$ cat config.mk
export PLATFORM = sky130hd
export DESIGN_NAME = poly_round_pack_flat
export DESIGN_NICKNAME = d
export VERILOG_FILES = /design/src/rtl/poly_round_pack_pkg.sv /design/src/rtl/poly_round_pack_if.sv /design/src/rtl/poly_round_pack_round4.sv /design/src/rtl/poly_round_pack.sv /design/src/flat_wrapper.sv
export SDC_FILE = /design/constraint.sdc
export NUM_CORES = 1
export LEC_CHECK = 0
export CAP_MARGIN = 40
export CORE_MARGIN = 5
export CORE_UTILIZATION = 40
export DETAILED_ROUTE_END_ITERATION = 7
export PLACE_DENSITY = 0.66
export RECOVER_POWER = 50
export SKIP_LAST_GASP = 1
export SLEW_MARGIN = 20
export SYNTH_ARGS = -nofsm -noshare
export SYNTH_HDL_FRONTEND = slang
export SYNTH_SLANG_ARGS = --single-unit
$ cat constraint.sdc
create_clock -name clk -period 9.5 [get_ports clk]
set_input_delay 1.425 -clock clk [delete_from_list [all_inputs] [get_ports clk]]
set_output_delay 1.425 -clock clk [all_outputs]
set_load 0.01 [all_outputs]
$ cat src/rtl/poly_round_pack_pkg.sv
// Shared Saber constants and FSM state type for the multiplier result unloader.
package poly_round_pack_pkg;

  localparam int SABER_N   = 256;
  localparam int SABER_EQ  = 13;
  localparam int SABER_EP  = 10;
  localparam int WORDS_RAW = SABER_N * SABER_EQ / 64;  // 52
  localparam int WORDS_RND = SABER_N * SABER_EP / 64;  // 40

  typedef enum logic [1:0] {
    IDLE = 2'd0,
    RUN  = 2'd1,
    DONE = 2'd2
  } state_e;

endpackage

$ cat src/rtl/poly_round_pack_if.sv
// Control, beat-input and packed-output signals of the unloader in one bundle.
interface poly_round_pack_if #(
  parameter int W = 64
);
  logic         start;
  logic         round_en;
  logic         mul_read;
  logic         in_valid;
  logic [W-1:0] coeff4x_in;
  logic [W-1:0] out_word;
  logic         out_valid;
  logic [5:0]   out_addr;
  logic         busy;
  logic         done;

  modport slave (
    input  start, round_en, in_valid, coeff4x_in,
    output mul_read, out_word, out_valid, out_addr, busy, done
  );

  modport master (
    output start, round_en, in_valid, coeff4x_in,
    input  mul_read, out_word, out_valid, out_addr, busy, done
  );
endinterface

$ cat src/rtl/poly_round_pack_round4.sv
// Combinational 4-lane q->p rounding / raw truncation of one multiplier beat.
module saber_round4
  import poly_round_pack_pkg::*;
#(
  parameter int EQ = SABER_EQ,
  parameter int EP = SABER_EP,
  parameter int W  = 64
) (
  input  logic [W-1:0]    beat_i,
  input  logic            round_en_i,
  output logic [4*EQ-1:0] lanes_o
);

  localparam int LANE_W = W / 4;

  // Adding half an output LSB then dropping the carry gives round-half-up with wrap.
  function automatic logic [EP-1:0] round_q2p(input logic [EQ-1:0] c);
    logic [EQ:0] s;
    s = {1'b0, c} + (EQ+1)'(1 << (EQ - EP - 1));
    return s[EQ-1:EQ-EP];
  endfunction

  logic unused_hi;

  always_comb begin
    lanes_o   = '0;
    unused_hi = 1'b0;
    for (int k = 0; k < 4; k++) begin
      if (round_en_i)
        lanes_o[EP*k +: EP] = round_q2p(beat_i[LANE_W*k +: EQ]);
      else
        lanes_o[EQ*k +: EQ] = beat_i[LANE_W*k +: EQ];
      unused_hi = unused_hi ^ (^beat_i[LANE_W*k+EQ +: (LANE_W-EQ)]);
    end
  end

endmodule

$ cat src/rtl/poly_round_pack.sv
// Unloads a polynomial from the multiplier, optionally rounds q->p and bit-packs
// the coefficients LSB-first into dense 64-bit words for BRAM write-back.
module poly_round_pack
  import poly_round_pack_pkg::*;
#(
  parameter int N_COEFF = SABER_N,
  parameter int EQ      = SABER_EQ,
  parameter int EP      = SABER_EP,
  parameter int W       = 64
) (
  input  logic             clk,
  input  logic             rst,
  poly_round_pack_if.slave bus
);

  localparam int BEATS  = N_COEFF / 4;
  localparam int BC_W   = $clog2(BEATS);
  localparam int BUF_W  = 2 * W;
  localparam int FILL_W = $clog2(BUF_W);

  state_e            state_q, state_d;
  logic              round_q, round_d;
  logic [BC_W-1:0]   beat_q, beat_d;
  logic [5:0]        word_q, word_d;
  logic [BUF_W-1:0]  buf_q, buf_d;
  logic [FILL_W-1:0] fill_q, fill_d;
  logic [W-1:0]      out_word_q, out_word_d;
  logic              out_valid_q, out_valid_d;
  logic [5:0]        out_addr_q, out_addr_d;
  logic              done_q, done_d;

  logic [4*EQ-1:0]   lanes;
  logic [4*EQ-1:0]   beat_bits;
  logic [FILL_W-1:0] beat_nbits;
  logic [FILL_W-1:0] fill_sum;
  logic [BUF_W-1:0]  merged;

  saber_round4 #(.EQ(EQ), .EP(EP), .W(W)) u_round4 (
    .beat_i     (bus.coeff4x_in),
    .round_en_i (round_q),
    .lanes_o    (lanes)
  );

  // New beat lands directly above the bits already waiting in the buffer.
  always_comb begin
    beat_bits  = round_q ? {{(4*(EQ-EP)){1'b0}}, lanes[4*EP-1:0]} : lanes;
    beat_nbits = round_q ? FILL_W'(4*EP) : FILL_W'(4*EQ);
    fill_sum   = fill_q + beat_nbits;
    merged     = buf_q | ({{(BUF_W-4*EQ){1'b0}}, beat_bits} << fill_q);
  end

  always_comb begin
    state_d     = state_q;
    round_d     = round_q;
    beat_d      = beat_q;
    word_d      = word_q;
    buf_d       = buf_q;
    fill_d      = fill_q;
    out_word_d  = out_word_q;
    out_addr_d  = out_addr_q;
    out_valid_d = 1'b0;
    done_d      = 1'b0;
    case (state_q)
      IDLE: begin
        if (bus.start) begin
          state_d = RUN;
          round_d = bus.round_en;
          beat_d  = '0;
          word_d  = '0;
          buf_d   = '0;
          fill_d  = '0;
        end
      end
      RUN: begin
        if (bus.in_valid) begin
          beat_d = beat_q + 1'b1;
          buf_d  = merged;
          fill_d = fill_sum;
          if (fill_sum >= FILL_W'(W)) begin
            out_word_d  = merged[W-1:0];
            out_valid_d = 1'b1;
            out_addr_d  = word_q;
            word_d      = word_q + 1'b1;
            buf_d       = merged >> W;
            fill_d      = fill_sum - FILL_W'(W);
          end
          if (beat_q == BC_W'(BEATS - 1)) begin
            state_d = DONE;
            done_d  = 1'b1;
          end
        end
      end
      DONE:    state_d = IDLE;
      default: state_d = IDLE;
    endcase
  end

  always_ff @(posedge clk or negedge rst) begin
    if (!rst) begin
      state_q     <= IDLE;
      round_q     <= 1'b0;
      beat_q      <= '0;
      word_q      <= '0;
      buf_q       <= '0;
      fill_q      <= '0;
      out_word_q  <= '0;
      out_valid_q <= 1'b0;
      out_addr_q  <= '0;
      done_q      <= 1'b0;
    end else begin
      state_q     <= state_d;
      round_q     <= round_d;
      beat_q      <= beat_d;
      word_q      <= word_d;
      buf_q       <= buf_d;
      fill_q      <= fill_d;
      out_word_q  <= out_word_d;
      out_valid_q <= out_valid_d;
      out_addr_q  <= out_addr_d;
      done_q      <= done_d;
    end
  end

  assign bus.mul_read  = (state_q == RUN);
  assign bus.busy      = (state_q != IDLE);
  assign bus.out_word  = out_word_q;
  assign bus.out_valid = out_valid_q;
  assign bus.out_addr  = out_addr_q;
  assign bus.done      = done_q;

endmodule

$ cat src/flat_wrapper.sv
// flat-port wrapper written by rule: the top's interface ports become plain ports
module poly_round_pack_flat import poly_round_pack_pkg::*;
#(
  parameter int N_COEFF = SABER_N,
  parameter int EQ      = SABER_EQ,
  parameter int EP      = SABER_EP,
  parameter int W       = 64
)
  (clk, rst, bus_start, bus_round_en, bus_in_valid, bus_coeff4x_in, bus_mul_read, bus_out_word, bus_out_valid, bus_out_addr, bus_busy, bus_done);
  poly_round_pack_if #(.W(W)) bus_i ();
  input  logic clk;
  input  logic rst;
  input wire logic [$bits(bus_i.start)-1:0] bus_start;
  input wire logic [$bits(bus_i.round_en)-1:0] bus_round_en;
  input wire logic [$bits(bus_i.in_valid)-1:0] bus_in_valid;
  input wire logic [$bits(bus_i.coeff4x_in)-1:0] bus_coeff4x_in;
  output wire logic [$bits(bus_i.mul_read)-1:0] bus_mul_read;
  output wire logic [$bits(bus_i.out_word)-1:0] bus_out_word;
  output wire logic [$bits(bus_i.out_valid)-1:0] bus_out_valid;
  output wire logic [$bits(bus_i.out_addr)-1:0] bus_out_addr;
  output wire logic [$bits(bus_i.busy)-1:0] bus_busy;
  output wire logic [$bits(bus_i.done)-1:0] bus_done;
  assign bus_i.start = bus_start;
  assign bus_i.round_en = bus_round_en;
  assign bus_i.in_valid = bus_in_valid;
  assign bus_i.coeff4x_in = bus_coeff4x_in;
  assign bus_mul_read = bus_i.mul_read;
  assign bus_out_word = bus_i.out_word;
  assign bus_out_valid = bus_i.out_valid;
  assign bus_out_addr = bus_i.out_addr;
  assign bus_busy = bus_i.busy;
  assign bus_done = bus_i.done;
  poly_round_pack #(.N_COEFF(N_COEFF), .EQ(EQ), .EP(EP), .W(W)) u_core (.clk(clk), .rst(rst), .bus(bus_i));
endmodule
==> impl_metrics.py <==
metrics = {
    "placed_design": {
        "portBuffers": 130,
        "place_congestion": 1.03,
        "detailed_place_hpwl_um": 45400,
    },
    "worst_setup_path": {
        "worst_ep_arrival_ns": 4.67,
        "path_max_fanout": 113,
        "critPathMaxStageDelay_ns": 2.14,
        "start_kind": "input port",
        "critPathCaptureType": "async pin",
        "ff2ff_path_depth": 13,
        "timing.critical_path.required_ns": 9.06,
        "timing.critical_path.buf_inv": 3,
        "worstPathCellList": "buf_8 > clkbuf_1 > clkbuf_1",
        "worst_path_max_delay_cell": "clkbuf_1",
        "critical_path.most_common_cell": "clkbuf_1",
        "path_depth": 3,
        "worst_path_dominant_cell_family": "buffers and inverters",
        "criticalPathCategory": "input port to async pin",
    },
    "clock_tree": {
        "clock-root-buffer": "clkbuf_16",
        "htree_num_levels": 1,
        "postCtsHoldBufs": 0,
        "post_cts_resized": 0,
        "cts_sinks": 220,
        "worst_skew_pair.late_latency_ns": 0.54,
        "max-clock-path-buffers": 3,
        "post_cts.repair.setup_buffers": 0,
        "cts_inserted_buffers": 25,
        "cts.reportedPaths.clkPinSlew_ns": 0.06,
        "tritoncts": "yes",
    },
    "global_route": {
        "grt-ovfl-total": 0,
        "grt_start_max_net_pins": 114,
        "grt_use_total": 0.301,
        "grt_pass1_vias": 15100,
        "antenna_found_initial": 2,
        "grt_first_pass_wirelength_um": 97000,
    },
    "sta": {
        "final.setup_skew_ns": 0.0222,
        "maxSlewViolCount": 138,
        "grt_setup_unrepaired": "no",
        "report.final.setup_viol": 0,
        "timing_worst_slew_pin_value_ns": 2.99,
        "final.setup.tns_ns": 0,
        "timing.final.hold_violations": 0,
        "relSlewSlack": -0.994,
        "max_clock_freq_mhz": 196,
        "layout_min_cycle_time_ns": 5.11,
        "final_hold_slack_ns": 0.469,
        "layout_worst_path_cycle_share": 0.538,
    },
    "synthesis": {
        "synth_cell_type_count": 88,
        "synthesized_area_per_cell_um2": 8.04,
        "synth_top_cells_by_area": "dfrtp_1, o21ai_0, nand2_1",
        "async_flop_share": 1.00,
        "yosys_most_used_dff": "dfrtp_1",
        "top_cell_type_by_total_area_after_synthesis": "dfrtp_1",
        "synthCells": 1862,
        "synth_sequential_area_ratio": 0.368,
        "synth.cell_area_um2": 15000,
        "yosysWarnings": 0,
        "ys_seq_elements": 220,
        "synth_top_area_frac": 0.368,
        "mappedNetlistNets": 1941,
        "synth-edff-count": 0,
    },
    "detailed_routing": {
        "detail-route-antenna-nets": 0,
        "drt-wirelength-per-cell_um": 26.7,
        "drt-total-wl_um": 64100,
        "post_drt_via_cell_ratio": 6.59,
        "first_pass_iters": 6,
        "detailed_route_iter0_violations": 2027,
        "vias": 15800,
        "drc_violations_left": 0,
    },
    "power": {
        "p_int_mw": 3.38,
        "power_leakage_nw": 7.22,
        "totalPowerFinal_mw": 7.04,
        "share_seq_of_total_power": 0.225,
        "power_per_cell_area_nw_per_um2": 403,
        "p_comb_frac": 0.627,
        "vdd.ir_drop.worst_mv": 0.185,
        "switching_share": 0.521,
        "power_frac_clock": 0.148,
        "power.net_switching_mw": 3.67,
    },
    "layout": {
        "area_used_by_multi_input_combinational_logic_um2": 8750,
        "post_route_cells_drive_above_1_share": 0.0797,
        "finish.net_count": 1994,
        "layout.area.seq_um2": 5520,
        "synthesis_to_finish_area_growth_pct": 16.8,
        "final.fill_count": 3615,
    },
    "run_status": {
        "run_status": "complete, but fails checks",
        "failed_checks": "capacitance limit, slew limit",
    },
    "floorplanning": {
        "design.portCount": 143,
        "chipHeight_um": 204,
        "die_x_um": 204,
        "core_um2": 36800,
        "design.die.area_um2": 41400,
        "fp-row-count": 70,
        "initial_core_util": 0.407,
    },
    "hold_path": {
        "min-delay-path-class": "flip-flop to flip-flop",
        "hold-path-cell-count": 2,
    },
    "run": {
        "drv_cap": 3,
    },
}
[power groups by stage]
stage	clock, mW	sequential [mW]	combinational, mW
final	1.04	1.59	4.42
after global routing	1.09	1.63	4.68
after CTS	1.05	1.58	4.31
after detailed placement	0	1.59	4.29
after global placement	0	1.58	4.22
after floorplan	0	1.53	2.60
[layout by cell type, fill, tap and decap left out, types with 12 or more instances in the layout]
| cell type | n |
|---|---|
| a211oi_1 | 24 |
| a21o_1 | 17 |
| a21oi_1 | 141 |
| a221oi_1 | 21 |
| a22o_1 | 18 |
| a22oi_1 | 28 |
| a31oi_1 | 27 |
| buf_4 | 36 |
| clkbuf_16 | 25 |
| clkdlybuf4s50_1 | 100 |
| dfrtp_1 | 216 |
| dlygate4sd3_1 | 29 |
| inv_1 | 20 |
| mux2_2 | 27 |
| mux2i_1 | 61 |
| nand2_1 | 242 |
| nand3_1 | 43 |
| nand4_1 | 19 |
| nor2_1 | 216 |
| nor3_1 | 48 |
| o211ai_1 | 15 |
| o21a_1 | 15 |
| o21ai_0 | 184 |
| o21ai_1 | 17 |
| o221ai_1 | 14 |
| o22ai_1 | 29 |
| or3_1 | 15 |
| or4_1 | 12 |
| xnor2_1 | 13 |
[sequential cells by signal (all words and copies together) (netlist names)]
| name | cells |
|---|---|
| u_core.round_q | 1 |
| u_core.word_q | 6 |
| u_core.bus.out_valid | 1 |
| u_core.buf_q | 128 |
| u_core.beat_q | 6 |
| u_core.fill_q | 5 |
| u_core.state_q | 2 |
| u_core.bus.out_addr | 6 |
| u_core.bus.done | 1 |
| u_core.bus.out_word | 64 |
[kinds of logic after synthesis]
| group | share of synthesized area |
|---|---|
| adders and majority gates | 0.00885 |
| buffers and inverters | 0.0495 |
| xor gates and xnor gates | 0.0134 |
| muxes | 0.0682 |
| and+or+nand+nor | 0.195 |
| DFF | 0.368 |
| AOI/OAI and AO/OA | 0.297 |
[synth_stat cells, drive strengths merged, types with 28 or more instances]
| cell type | instances |
|---|---|
| nand3 | 45 |
| o22ai | 29 |
| nand2 | 243 |
| dfrtp | 220 |
| nor2 | 219 |
| o21ai | 201 |
| a22oi | 28 |
| nor3 | 48 |
| a21oi | 145 |
| mux2i | 62 |
| buf | 69 |
| clkbuf | 85 |
[metrics by stage]
| step | cells | instance area [um2] | setup WS [ns] | util |
|---|---|---|---|---|
| 2_1_floorplan | 1862 | 15000 | 5.98 | - |
| 3_3_place_gp | 2342 | 16500 | 4.49 | 0.449 |
| 3_5_place_dp | 2351 | 16600 | 4.48 | 0.451 |
| 4_1_cts | 2396 | 17500 | 4.44 | 0.475 |
| 5_1_grt | 2401 | 17500 | 3.54 | 0.476 |
| 6_report | 2402 | 17500 | 4.39 | 0.476 |
[tightest hold or removal path: stages, from the launching register on]
cell     delay (ns)
dfrtp_1        0.34
nand2_1        0.05
nand2_1        0.05
[layer usage]
layer / global-route usage / vias to the layer above / wire length, um
met2: 0.461 / 926 / 28200
met4: 0.121 / 2 / 3090
li1: - / 7029 / -
met1: 0.414 / 7695 / 26300
met5: 0 / - / 11
met3: 0.0668 / 179 / 6510
[worst paths after layout]
kind                                               startpoint                                 end  slack (ns)
setup / recovery                                          rst        u_core.fill_q[3]$_DFFE_PN0P_        4.39
hold / removal             u_core.bus.out_addr[2]$_DFFE_PN0P_  u_core.bus.out_addr[2]$_DFFE_PN0P_        0.47
setup reg to reg                   u_core.round_q$_DFFE_PN0P_        u_core.buf_q[22]$_DFFE_PN0P_        4.48
hold reg to reg            u_core.bus.out_addr[2]$_DFFE_PN0P_  u_core.bus.out_addr[2]$_DFFE_PN0P_        0.47
max in group clk                   u_core.round_q$_DFFE_PN0P_        u_core.buf_q[22]$_DFFE_PN0P_        4.48
min in group asynchronous                                 rst  u_core.bus.out_addr[3]$_DFFE_PN0P_        0.96
[final cells by class]
| type | count | share of cell area |
|---|---|---|
| Tap cell | 468 | 0.0335 |
| Clock buffer | 32 | 0.0395 |
| Antenna cell | 1 | 0.000143 |
| Sequential cell | 220 | 0.315 |
| Clock inverter | 13 | 0.0108 |
| Inverter | 23 | 0.00493 |
| Timing Repair Buffer | 180 | 0.0957 |
| Multi-Input combinational cell | 1465 | 0.500 |
No activity file was read; power rests on OpenSTA's default activity.
